==> config.mk <==
export PLATFORM = sky130hd
export DESIGN_NAME = tmds_period_scheduler
export DESIGN_NICKNAME = d
export VERILOG_FILES = /design/src/rtl/hdmi_pkg.sv /design/src/rtl/pipe_delay.sv /design/src/rtl/tmds_period_scheduler.sv
export SDC_FILE = /design/constraint.sdc
export NUM_CORES = 1
export LEC_CHECK = 0
export ABC_AREA = 1
export CAP_MARGIN = 15
export CORE_MARGIN = 10
export CORE_UTILIZATION = 40
export DETAILED_ROUTE_END_ITERATION = 10
export SLEW_MARGIN = 15
export SYNTH_ARGS = -nofsm -noshare
export SYNTH_HDL_FRONTEND = slang
export SYNTH_SLANG_ARGS = --single-unit
==> constraint.sdc <==
create_clock -name i_clk -period 1.79 [get_ports i_clk]
set_input_delay 0.179 -clock i_clk [delete_from_list [all_inputs] [get_ports i_clk]]
set_output_delay 0.179 -clock i_clk [all_outputs]
set_load 0.02 [all_outputs]
==> src/rtl/hdmi_pkg.sv <==
// Shared TMDS period constants: control/guard-band codes, clock-lane pattern and period states.
package hdmi_pkg;

    typedef logic [9:0] tmds_sym_t;

    localparam tmds_sym_t CtrlCode00 = 10'b1101010100;
    localparam tmds_sym_t CtrlCode01 = 10'b0010101011;
    localparam tmds_sym_t CtrlCode10 = 10'b0101010100;
    localparam tmds_sym_t CtrlCode11 = 10'b1010101011;

    localparam tmds_sym_t GuardLane0 = 10'b1011001100;
    localparam tmds_sym_t GuardLane1 = 10'b0100110011;
    localparam tmds_sym_t GuardLane2 = 10'b1011001100;

    localparam tmds_sym_t ClkPattern = 10'b0000011111;

    typedef enum logic [1:0] {
        StCtrl     = 2'd0,
        StPreamble = 2'd1,
        StGuard    = 2'd2,
        StVideo    = 2'd3
    } tmds_period_e;

    // Index is {c1, c0}; for lane 0 that is {vsync, hsync}.
    function automatic tmds_sym_t ctrl_code(input logic [1:0] ctl);
        tmds_sym_t code;
        code = CtrlCode00;
        unique case (ctl)
            2'b00: code = CtrlCode00;
            2'b01: code = CtrlCode01;
            2'b10: code = CtrlCode10;
            2'b11: code = CtrlCode11;
            default: code = CtrlCode00;
        endcase
        return code;
    endfunction

endpackage

==> src/rtl/pipe_delay.sv <==
// Generic fixed-depth shift-register delay line; every stage clears on reset.
module pipe_delay #(
    parameter int unsigned p_depth = 1,
    parameter int unsigned p_width = 1
) (
    input  logic               clk_i,
    input  logic               rst_ni,
    input  logic [p_width-1:0] d_i,
    output logic [p_width-1:0] q_o
);

    logic [p_width-1:0] stage_q [p_depth];

    always_ff @(posedge clk_i or negedge rst_ni) begin
        if (!rst_ni) begin
            for (int unsigned i = 0; i < p_depth; i++) begin
                stage_q[i] <= '0;
            end
        end else begin
            stage_q[0] <= d_i;
            for (int unsigned i = 1; i < p_depth; i++) begin
                stage_q[i] <= stage_q[i-1];
            end
        end
    end

    assign q_o = stage_q[p_depth-1];

endmodule

==> src/rtl/tmds_period_scheduler.sv <==
// Per-pixel-clock TMDS symbol scheduler: delays the stream by a fixed lookahead so the
// video preamble and guard band can be placed ahead of each active line.
module tmds_period_scheduler
    import hdmi_pkg::*;
#(
    parameter int unsigned p_preamble_len = 8,
    parameter int unsigned p_guard_len    = 2,
    parameter int unsigned p_min_ctrl     = 12,
    parameter bit          p_dvi_mode     = 1'b0
) (
    input  logic            i_clk,
    input  logic            i_rst_n,
    input  logic            i_de,
    input  logic            i_hsync,
    input  logic            i_vsync,
    input  tmds_sym_t [2:0] i_sym,
    input  logic            i_err_clr,
    output tmds_sym_t [2:0] o_sym,
    output tmds_sym_t       o_sym_clk,
    output logic            o_de,
    output logic            o_err_short,
    output logic            o_err_sticky
);

    localparam int unsigned Lookahead = p_preamble_len + p_guard_len;
    localparam int unsigned CntW      = $clog2(Lookahead + 1);
    localparam int unsigned GapW      = $clog2(p_min_ctrl + 1);
    localparam int unsigned PipeW     = 3 * 10 + 3;

    localparam logic [CntW-1:0] PreambleCnt = CntW'(p_preamble_len - 1);
    localparam logic [CntW-1:0] GuardCnt    = CntW'(p_guard_len - 1);
    localparam logic [GapW-1:0] GapSat      = GapW'(p_min_ctrl);

    // A legal DE rise must never land while a burst is still being emitted.
    if (p_min_ctrl < Lookahead) begin : g_bad_min_ctrl
        $error("p_min_ctrl must be >= p_preamble_len + p_guard_len");
    end
    if (p_preamble_len == 0 || p_guard_len == 0) begin : g_bad_len
        $error("p_preamble_len and p_guard_len must be non-zero");
    end

    logic [PipeW-1:0] pipe_in;
    logic [PipeW-1:0] pipe_out;
    tmds_sym_t [2:0]  dly_sym;
    logic             dly_de;
    logic             dly_hsync;
    logic             dly_vsync;

    assign pipe_in = {i_sym, i_de, i_hsync, i_vsync};

    pipe_delay #(
        .p_depth (Lookahead),
        .p_width (PipeW)
    ) u_pipe_delay (
        .clk_i  (i_clk),
        .rst_ni (i_rst_n),
        .d_i    (pipe_in),
        .q_o    (pipe_out)
    );

    assign dly_sym   = pipe_out[PipeW-1:3];
    assign dly_de    = pipe_out[2];
    assign dly_hsync = pipe_out[1];
    assign dly_vsync = pipe_out[0];

    // Input-side rise detection and DE-low gap measurement.
    logic            de_prev_q;
    logic [GapW-1:0] gap_q;
    logic [GapW-1:0] gap_d;
    logic            de_rise;
    logic            gap_ok;
    logic            burst_start;
    logic            err_short_d;
    logic            err_short_q;
    logic            err_sticky_d;
    logic            err_sticky_q;

    always_comb begin
        de_rise     = i_de & ~de_prev_q;
        gap_ok      = (gap_q >= GapSat);
        burst_start = de_rise & gap_ok & ~p_dvi_mode;
        err_short_d = de_rise & ~gap_ok & ~p_dvi_mode;

        gap_d = gap_q;
        if (i_de) begin
            gap_d = '0;
        end else if (gap_q != GapSat) begin
            gap_d = gap_q + GapW'(1);
        end

        // A new error in the same cycle as a clear keeps the flag set.
        err_sticky_d = err_short_d | (err_sticky_q & ~i_err_clr);
    end

    tmds_period_e    state_q;
    tmds_period_e    state_d;
    logic [CntW-1:0] cnt_q;
    logic [CntW-1:0] cnt_d;

    always_comb begin
        state_d = state_q;
        cnt_d   = cnt_q;
        unique case (state_q)
            StCtrl: begin
                if (burst_start) begin
                    state_d = StPreamble;
                    cnt_d   = PreambleCnt;
                end
            end
            StPreamble: begin
                if (cnt_q == '0) begin
                    state_d = StGuard;
                    cnt_d   = GuardCnt;
                end else begin
                    cnt_d = cnt_q - CntW'(1);
                end
            end
            StGuard: begin
                if (cnt_q == '0) begin
                    state_d = StVideo;
                end else begin
                    cnt_d = cnt_q - CntW'(1);
                end
            end
            StVideo: begin
                // When p_min_ctrl == Lookahead the next rise can coincide with the line end.
                if (!dly_de) begin
                    if (burst_start) begin
                        state_d = StPreamble;
                        cnt_d   = PreambleCnt;
                    end else begin
                        state_d = StCtrl;
                    end
                end
            end
            default: begin
                state_d = StCtrl;
                cnt_d   = '0;
            end
        endcase
    end

    // The output register loads what the period state will be in the cycle it is shown.
    tmds_sym_t [2:0] sym_d;
    tmds_sym_t [2:0] sym_q;
    logic            de_d;
    logic            de_q;

    always_comb begin
        sym_d[0] = ctrl_code({dly_vsync, dly_hsync});
        sym_d[1] = CtrlCode00;
        sym_d[2] = CtrlCode00;
        de_d     = 1'b0;
        if (state_d == StPreamble) begin
            sym_d[1] = CtrlCode01;
        end else if (state_d == StGuard) begin
            sym_d[0] = GuardLane0;
            sym_d[1] = GuardLane1;
            sym_d[2] = GuardLane2;
        end else if (dly_de) begin
            sym_d = dly_sym;
            de_d  = 1'b1;
        end
    end

    always_ff @(posedge i_clk or negedge i_rst_n) begin
        if (!i_rst_n) begin
            state_q      <= StCtrl;
            cnt_q        <= '0;
            gap_q        <= GapSat;
            de_prev_q    <= 1'b0;
            sym_q        <= {CtrlCode00, CtrlCode00, CtrlCode00};
            de_q         <= 1'b0;
            err_short_q  <= 1'b0;
            err_sticky_q <= 1'b0;
        end else begin
            state_q      <= state_d;
            cnt_q        <= cnt_d;
            gap_q        <= gap_d;
            de_prev_q    <= i_de;
            sym_q        <= sym_d;
            de_q         <= de_d;
            err_short_q  <= err_short_d;
            err_sticky_q <= err_sticky_d;
        end
    end

    assign o_sym        = sym_q;
    assign o_sym_clk    = ClkPattern;
    assign o_de         = de_q;
    assign o_err_short  = err_short_q;
    assign o_err_sticky = err_sticky_q;

endmodule

==> flow_summary.json, run 1 <==
{
  "path_clk_slew_ns": 0.06,
  "p_total_mw": 17.4,
  "fin_area_mm2": 0.0132,
  "cts_made_buffers": 37,
  "ys_seq_elements": 373,
  "grt_pass1_wl_um": 24300,
  "route.detailed.drc": 0,
  "drive_above_1_share": 0.204,
  "die_w_um": 182,
  "antenna_found_initial": 0,
  "min_period_ns": 1.82,
  "clock-skew-final_ns": 0.0180,
  "dieArea_mm2": 0.0331,
  "hpwl_um": 8650,
  "grtUsageTotal": 0.0882,
  "setup.worst_path.class": "flop to flop",
  "ant_nets": 0,
  "grt_pass1_vias": 4941,
  "pin_count": 79,
  "avgRoutedWirePerCell_um": 14.0,
  "layoutNonFillerInstCount": 1066,
  "clockRootBuffer": "clkbuf_16",
  "async_reset_ff_frac": 1.00,
  "required_ns": 2.17,
  "preCtsSetupSlack_ns": -0.128,
  "placement.io_buffers": 68,
  "ir_drop_uv": 974,
  "drv_slew": 0,
  "cts_max_level": 2,
  "start_kind": "flop",
  "rsz0062_at_grt": "yes",
  "setup_viol": 3,
  "fmax_mhz": 549,
  "start_util": 0.404,
  "multi_input_area_mm2": 0.00114,
  "dpl_cell_area_mm2": 0.0116,
  "num-nets-final": 756,
  "n_antenna_cell": 0,
  "final_cell_mix": "dfrtp_1, nand2_1, clkdlybuf4s50_1",
  "violations": "negative setup slack",
  "vias": 4562,
  "cp.arrival_ns": 2.20,
  "crit_fanout": 6,
  "syn_to_final_growth_pct": 25.7,
  "seq_area_frac_synth": 0.893,
  "cts.path.max_buffers": 3,
  "clock_sinks": 373,
  "finalHoldViolCount": 0,
  "power.density_mw_per_mm2": 1320,
  "final_util": 0.508,
  "via_per_inst": 4.28,
  "worstSkewPairLatency_ns": 0.50,
  "cts_tree": "built",
  "wl_um": 14900,
  "core-area_mm2": 0.0259,
  "status": "finished with violations",
  "final_common_cell": "dfrtp_1",
  "setup_slack_ns": -0.0317,
  "grt-ovfl-total": 0,
  "synth_edf_count": 0,
  "syn_area_mm2": 0.0105,
  "synth_flop_cell": "dfrtp_1",
  "firstDrtPassIters": 6,
  "total_leakage_power_nw": 6.04,
  "syn_area_per_cell_um2": 17.9,
  "fill_cells": 2063,
  "synth_warnings": 0,
  "drt_iter0_drc": 296,
  "post-route-period-util": 1.02,
  "die_h_um": 182,
  "end_kind": "flop",
  "ys_types": 32,
  "gp_congestion": 0.829,
  "grt_max_degree": 64,
  "rows": 59,
  "place_inst": 990,
  "netlist_instances": 584,
  "cap_violations": 0,
  "hp-class": "input port to flop",
  "ff_latch_area_mm2": 0.00936
}
[critical path, cell delays in order, from the launching register on]
cell and delay, ns:
dfrtp_2 0.48, inv_4 0.08, ha_4 0.19, nor2_4 0.15, nand2_2 0.09, inv_2 0.06, nand2_2 0.06, nand2_4 0.14
buf_12 0.12, nand3_2 0.13, nand3_1 0.12, nand2_1 0.07
[report_power, final]
group	internal [mW]	switching [mW]	leakage, nW
clock network	4.69	2.82	0.598
logic	0.299	0.498	1.09
registers	8.93	0.151	4.35
[registers in the layout, summed over array words and instances, names as in the netlist]
register	cells
o_err_short	1
o_err_sticky	1
o_de	1
u_pipe_delay.stage_q	297
gap_q	4
o_sym	30
u_pipe_delay.q_o	33
state_q	2
cnt_q	4
[synthesized netlist by cell type, types with 3 or more instances]
library cell | number | share of area
buf_4 | 11 | 0.0079
clkbuf_1 | 3 | 0.0011
dfrtp_1 | 356 | 0.85
dfstp_2 | 17 | 0.043
ha_1 | 12 | 0.014
inv_1 | 21 | 0.0075
inv_2 | 4 | 0.0014
nand2_1 | 65 | 0.023
nand2_2 | 4 | 0.0024
nand3_1 | 32 | 0.015
nor2_1 | 19 | 0.0068
nor2_2 | 5 | 0.0030
o21ai_0 | 9 | 0.0043
[layer usage]
| layer | part of all wire | vias to the layer above | track usage |
|---|---|---|---|
| met5 | 0 | - | 0 |
| met4 | 0.035 | 0 | 0.0462 |
| met3 | 0.069 | 50 | 0.0332 |
| met2 | 0.47 | 163 | 0.132 |
| met1 | 0.42 | 2299 | 0.110 |
| li1 | - | 2050 | - |
[stage by stage]
step                      hold WS, ns  TNS [ns]
after floorplan                -0.117         0
after global placement          0.101         0
after detailed placement        0.107     -1.03
after CTS                       0.101   -0.0210
after global routing           0.0981     -1.73
final                           0.127   -0.0722
[cell type report]
class / instances / area share
Clock inverter: 10 / 0.0116
Inverter: 26 / 0.00855
Sequential cell: 373 / 0.711
Clock buffer: 52 / 0.0807
Timing Repair Buffer: 90 / 0.0699
Tap cell: 335 / 0.0318
Multi-Input combinational cell: 180 / 0.0868
[repair_timing]
action / CTS / global route
cloned: 4 / 0
endpoints found under the hold margin: 300 / 0
setup endpoints to repair: 46 / 31
resized for setup: 28 / 36
buffers inserted: 3 / 7
pin swaps: 5 / 12
hold buffers: 1 / 0
[path summary, 6_finish.rpt]
kind / startpoint / endpoint / slack (ns) / cells past startpoint
min in group asynchronous: i_rst_n / u_pipe_delay.q_o[27] / 0.17 / 2
setup reg to reg: state_q[1] / o_sym[17] / -0.03 / 11
setup / recovery: state_q[1] / o_sym[17] / -0.03 / 11
max in group asynchronous: i_rst_n / o_sym[29] / 0.87 / 3
hold reg to reg: u_pipe_delay.stage_q[137] / u_pipe_delay.stage_q[104] / 0.33 / 0
hold / removal: i_sym[12] / u_pipe_delay.stage_q[312] / 0.13 / 1
[cells by family after synthesis]
kind of cell    count (synthesis)  synth area share
flops                         373             0.893
xor+xnor                        3           0.00251
fa+ha+maj                      12            0.0143
buf+inv                        43            0.0211
simple gates                  133            0.0579
other cells                     2          0.000717
compound gates                 18            0.0102
(Power assumes the default switching activity.)
==> run 2: changes to the inputs <==
Settings changed: RECOVER_POWER from default to 100.
==> run 2 against run 1 <==
  * The run still ends with negative setup slack left
  * Via count barely moved
  * Register-to-register slack barely moved
  * First-iteration DRC count rose by 1.0%
  * Largest cell class unchanged
==> flow_summary.json, run 2 (synthesis results as in run 1) <==
{
  "largest_register_ffs": 297,
  "violations": "negative setup slack",
  "layoutNonFillerInstCount": 1066,
  "hp-class": "input port to flop",
  "setup.worst_path.class": "flop to flop",
  "firstDrtPassIters": 5,
  "cts_made_buffers": 37,
  "ant_nets": 0,
  "r2r_setup_slack_ns": -0.04,
  "ir_drop_uv": 983,
  "status": "finished with violations",
  "rsz0062_at_grt": "yes",
  "die_h_um": 182,
  "hpwl_um": 8650,
  "wl_um": 15000,
  "drv_slew": 0,
  "required_ns": 2.15,
  "grtUsageTotal": 0.0882,
  "cts.path.max_buffers": 3,
  "drt_iter0_drc": 299,
  "reg2regPathDepth": 10,
  "finalHoldViolCount": 0,
  "vias": 4565,
  "grt_pass1_wl_um": 24300,
  "clock-skew-final_ns": 0.0190,
  "gp_congestion": 0.829,
  "place_inst": 990,
  "grt_max_degree": 64,
  "syn_to_final_growth_pct": 25.2,
  "final_cell_mix": "dfrtp_1, nand2_1, clkbuf_16",
  "start_util": 0.404,
  "placement.io_buffers": 68,
  "worstSkewPairLatency_ns": 0.50,
  "grt-ovfl-total": 0,
  "die_w_um": 182,
  "multi_input_area_mm2": 0.00114,
  "setup_viol": 4,
  "pin_count": 79,
  "clockRootBuffer": "clkbuf_16",
  "start_kind": "flop",
  "startpoint": "state_q[0]",
  "rows": 59,
  "path_clk_slew_ns": 0.06,
  "r2r_end": "o_sym[7]",
  "cts_tree": "built",
  "setup_slack_ns": -0.0410,
  "drive_above_1_share": 0.204,
  "min_period_ns": 1.83,
  "top_register": "u_pipe_delay.stage_q",
  "route.detailed.drc": 0,
  "core-area_mm2": 0.0259,
  "num-nets-final": 756,
  "ff_latch_area_mm2": 0.00936,
  "dpl_cell_area_mm2": 0.0116,
  "crit_fanout": 7,
  "cap_violations": 0,
  "via_per_inst": 4.28,
  "post-route-period-util": 1.02,
  "r2r_start": "state_q[0]",
  "grt_pass1_vias": 4941,
  "fill_cells": 2079,
  "antenna_found_initial": 0,
  "relSlewSlack": 0.274,
  "total_leakage_power_nw": 6.02,
  "cts_max_level": 2,
  "clock_sinks": 373,
  "fin_area_mm2": 0.0131,
  "crit_path_end": "o_sym[7]",
  "dieArea_mm2": 0.0331,
  "tightest_slew_ns": 1.09,
  "n_antenna_cell": 0,
  "power.density_mw_per_mm2": 1320,
  "final_common_cell": "dfrtp_1",
  "end_kind": "flop",
  "cp.arrival_ns": 2.19,
  "avgRoutedWirePerCell_um": 14.0,
  "fmax_mhz": 546
}
## run 2: cell count changes in the layout (fill, tap and decap cells not counted), sizes merged
cell,delta
clkdlybuf4s50,-33
clkbuf,+2
buf,-2
dlygate4sd3,+33
## run 2: repair_timing
item / in CTS / in global routing
gates resized for setup: 28 / 36
hold buffers: 1 / 0
pin swaps: 5 / 12
setup buffers: 3 / 7
gates cloned: 4 / 0
hold endpoints to repair: 300 / 0
endpoints found under the setup margin: 46 / 31
## run 2: metal layers
layer / share of wire / GRT usage / wire length (um)
met4: 0.035 / 0.0462 / 520
met3: 0.071 / 0.0332 / 1060
met1: 0.42 / 0.110 / 6340
met5: 0 / 0 / 0
met2: 0.47 / 0.132 / 7040
## run 2: critical path, stage by stage (launching register included)
cell	delay, ns
dfrtp_1	0.42
inv_2	0.14
ha_4	0.20
nand3_2	0.17
nor2_4	0.15
nor2_4	0.06
buf_4	0.15
nand2_8	0.11
nand2_8	0.09
nand2_1	0.07
nand3_1	0.10
## run 2: area by class of cell
type / count / share of cell area
Tap cell: 335 / 0.0320
Clock buffer: 52 / 0.0810
Sequential cell: 373 / 0.714
Timing Repair Buffer: 90 / 0.0661
Multi-Input combinational cell: 180 / 0.0871
Inverter: 26 / 0.00859
Clock inverter: 10 / 0.0116
## run 2: stage by stage
stage	utilization	TNS [ns]	hold slack (ns)	setup WS (ns)	power (mW)
after floorplan	-	0	-0.117	0.231	9.49
after global placement	0.449	0	0.101	0.0511	9.93
after detailed placement	0.449	-1.03	0.107	-0.128	10.0
after CTS	0.500	-0.0210	0.101	-0.0107	17.6
after global routing	0.506	-1.73	0.213	-0.125	18.1
final	0.506	-0.0919	0.242	-0.0410	17.3
## run 2: where the power goes
| group | internal, mW | switching (mW) | leakage (nW) |
|---|---|---|---|
| logic | 0.271 | 0.496 | 1.08 |
| clock network | 4.69 | 2.82 | 0.598 |
| registers | 8.93 | 0.151 | 4.35 |
| total | 13.9 | 3.46 | 6.02 |
## run 2: worst min path at each step
stage | from | endpoint | slack (ns) | cells after the start
floorplan | i_rst_n | cnt_q[0] | -0.12 | 0
detailed placement | i_rst_n | u_pipe_delay.q_o[27] | 0.11 | 1
global placement | i_rst_n | u_pipe_delay.q_o[27] | 0.10 | 1
global route | i_sym[12] | u_pipe_delay.stage_q[312] | 0.21 | 1
CTS | i_sym[21] | u_pipe_delay.stage_q[321] | 0.10 | 1
finish | i_sym[12] | u_pipe_delay.stage_q[312] | 0.24 | 1
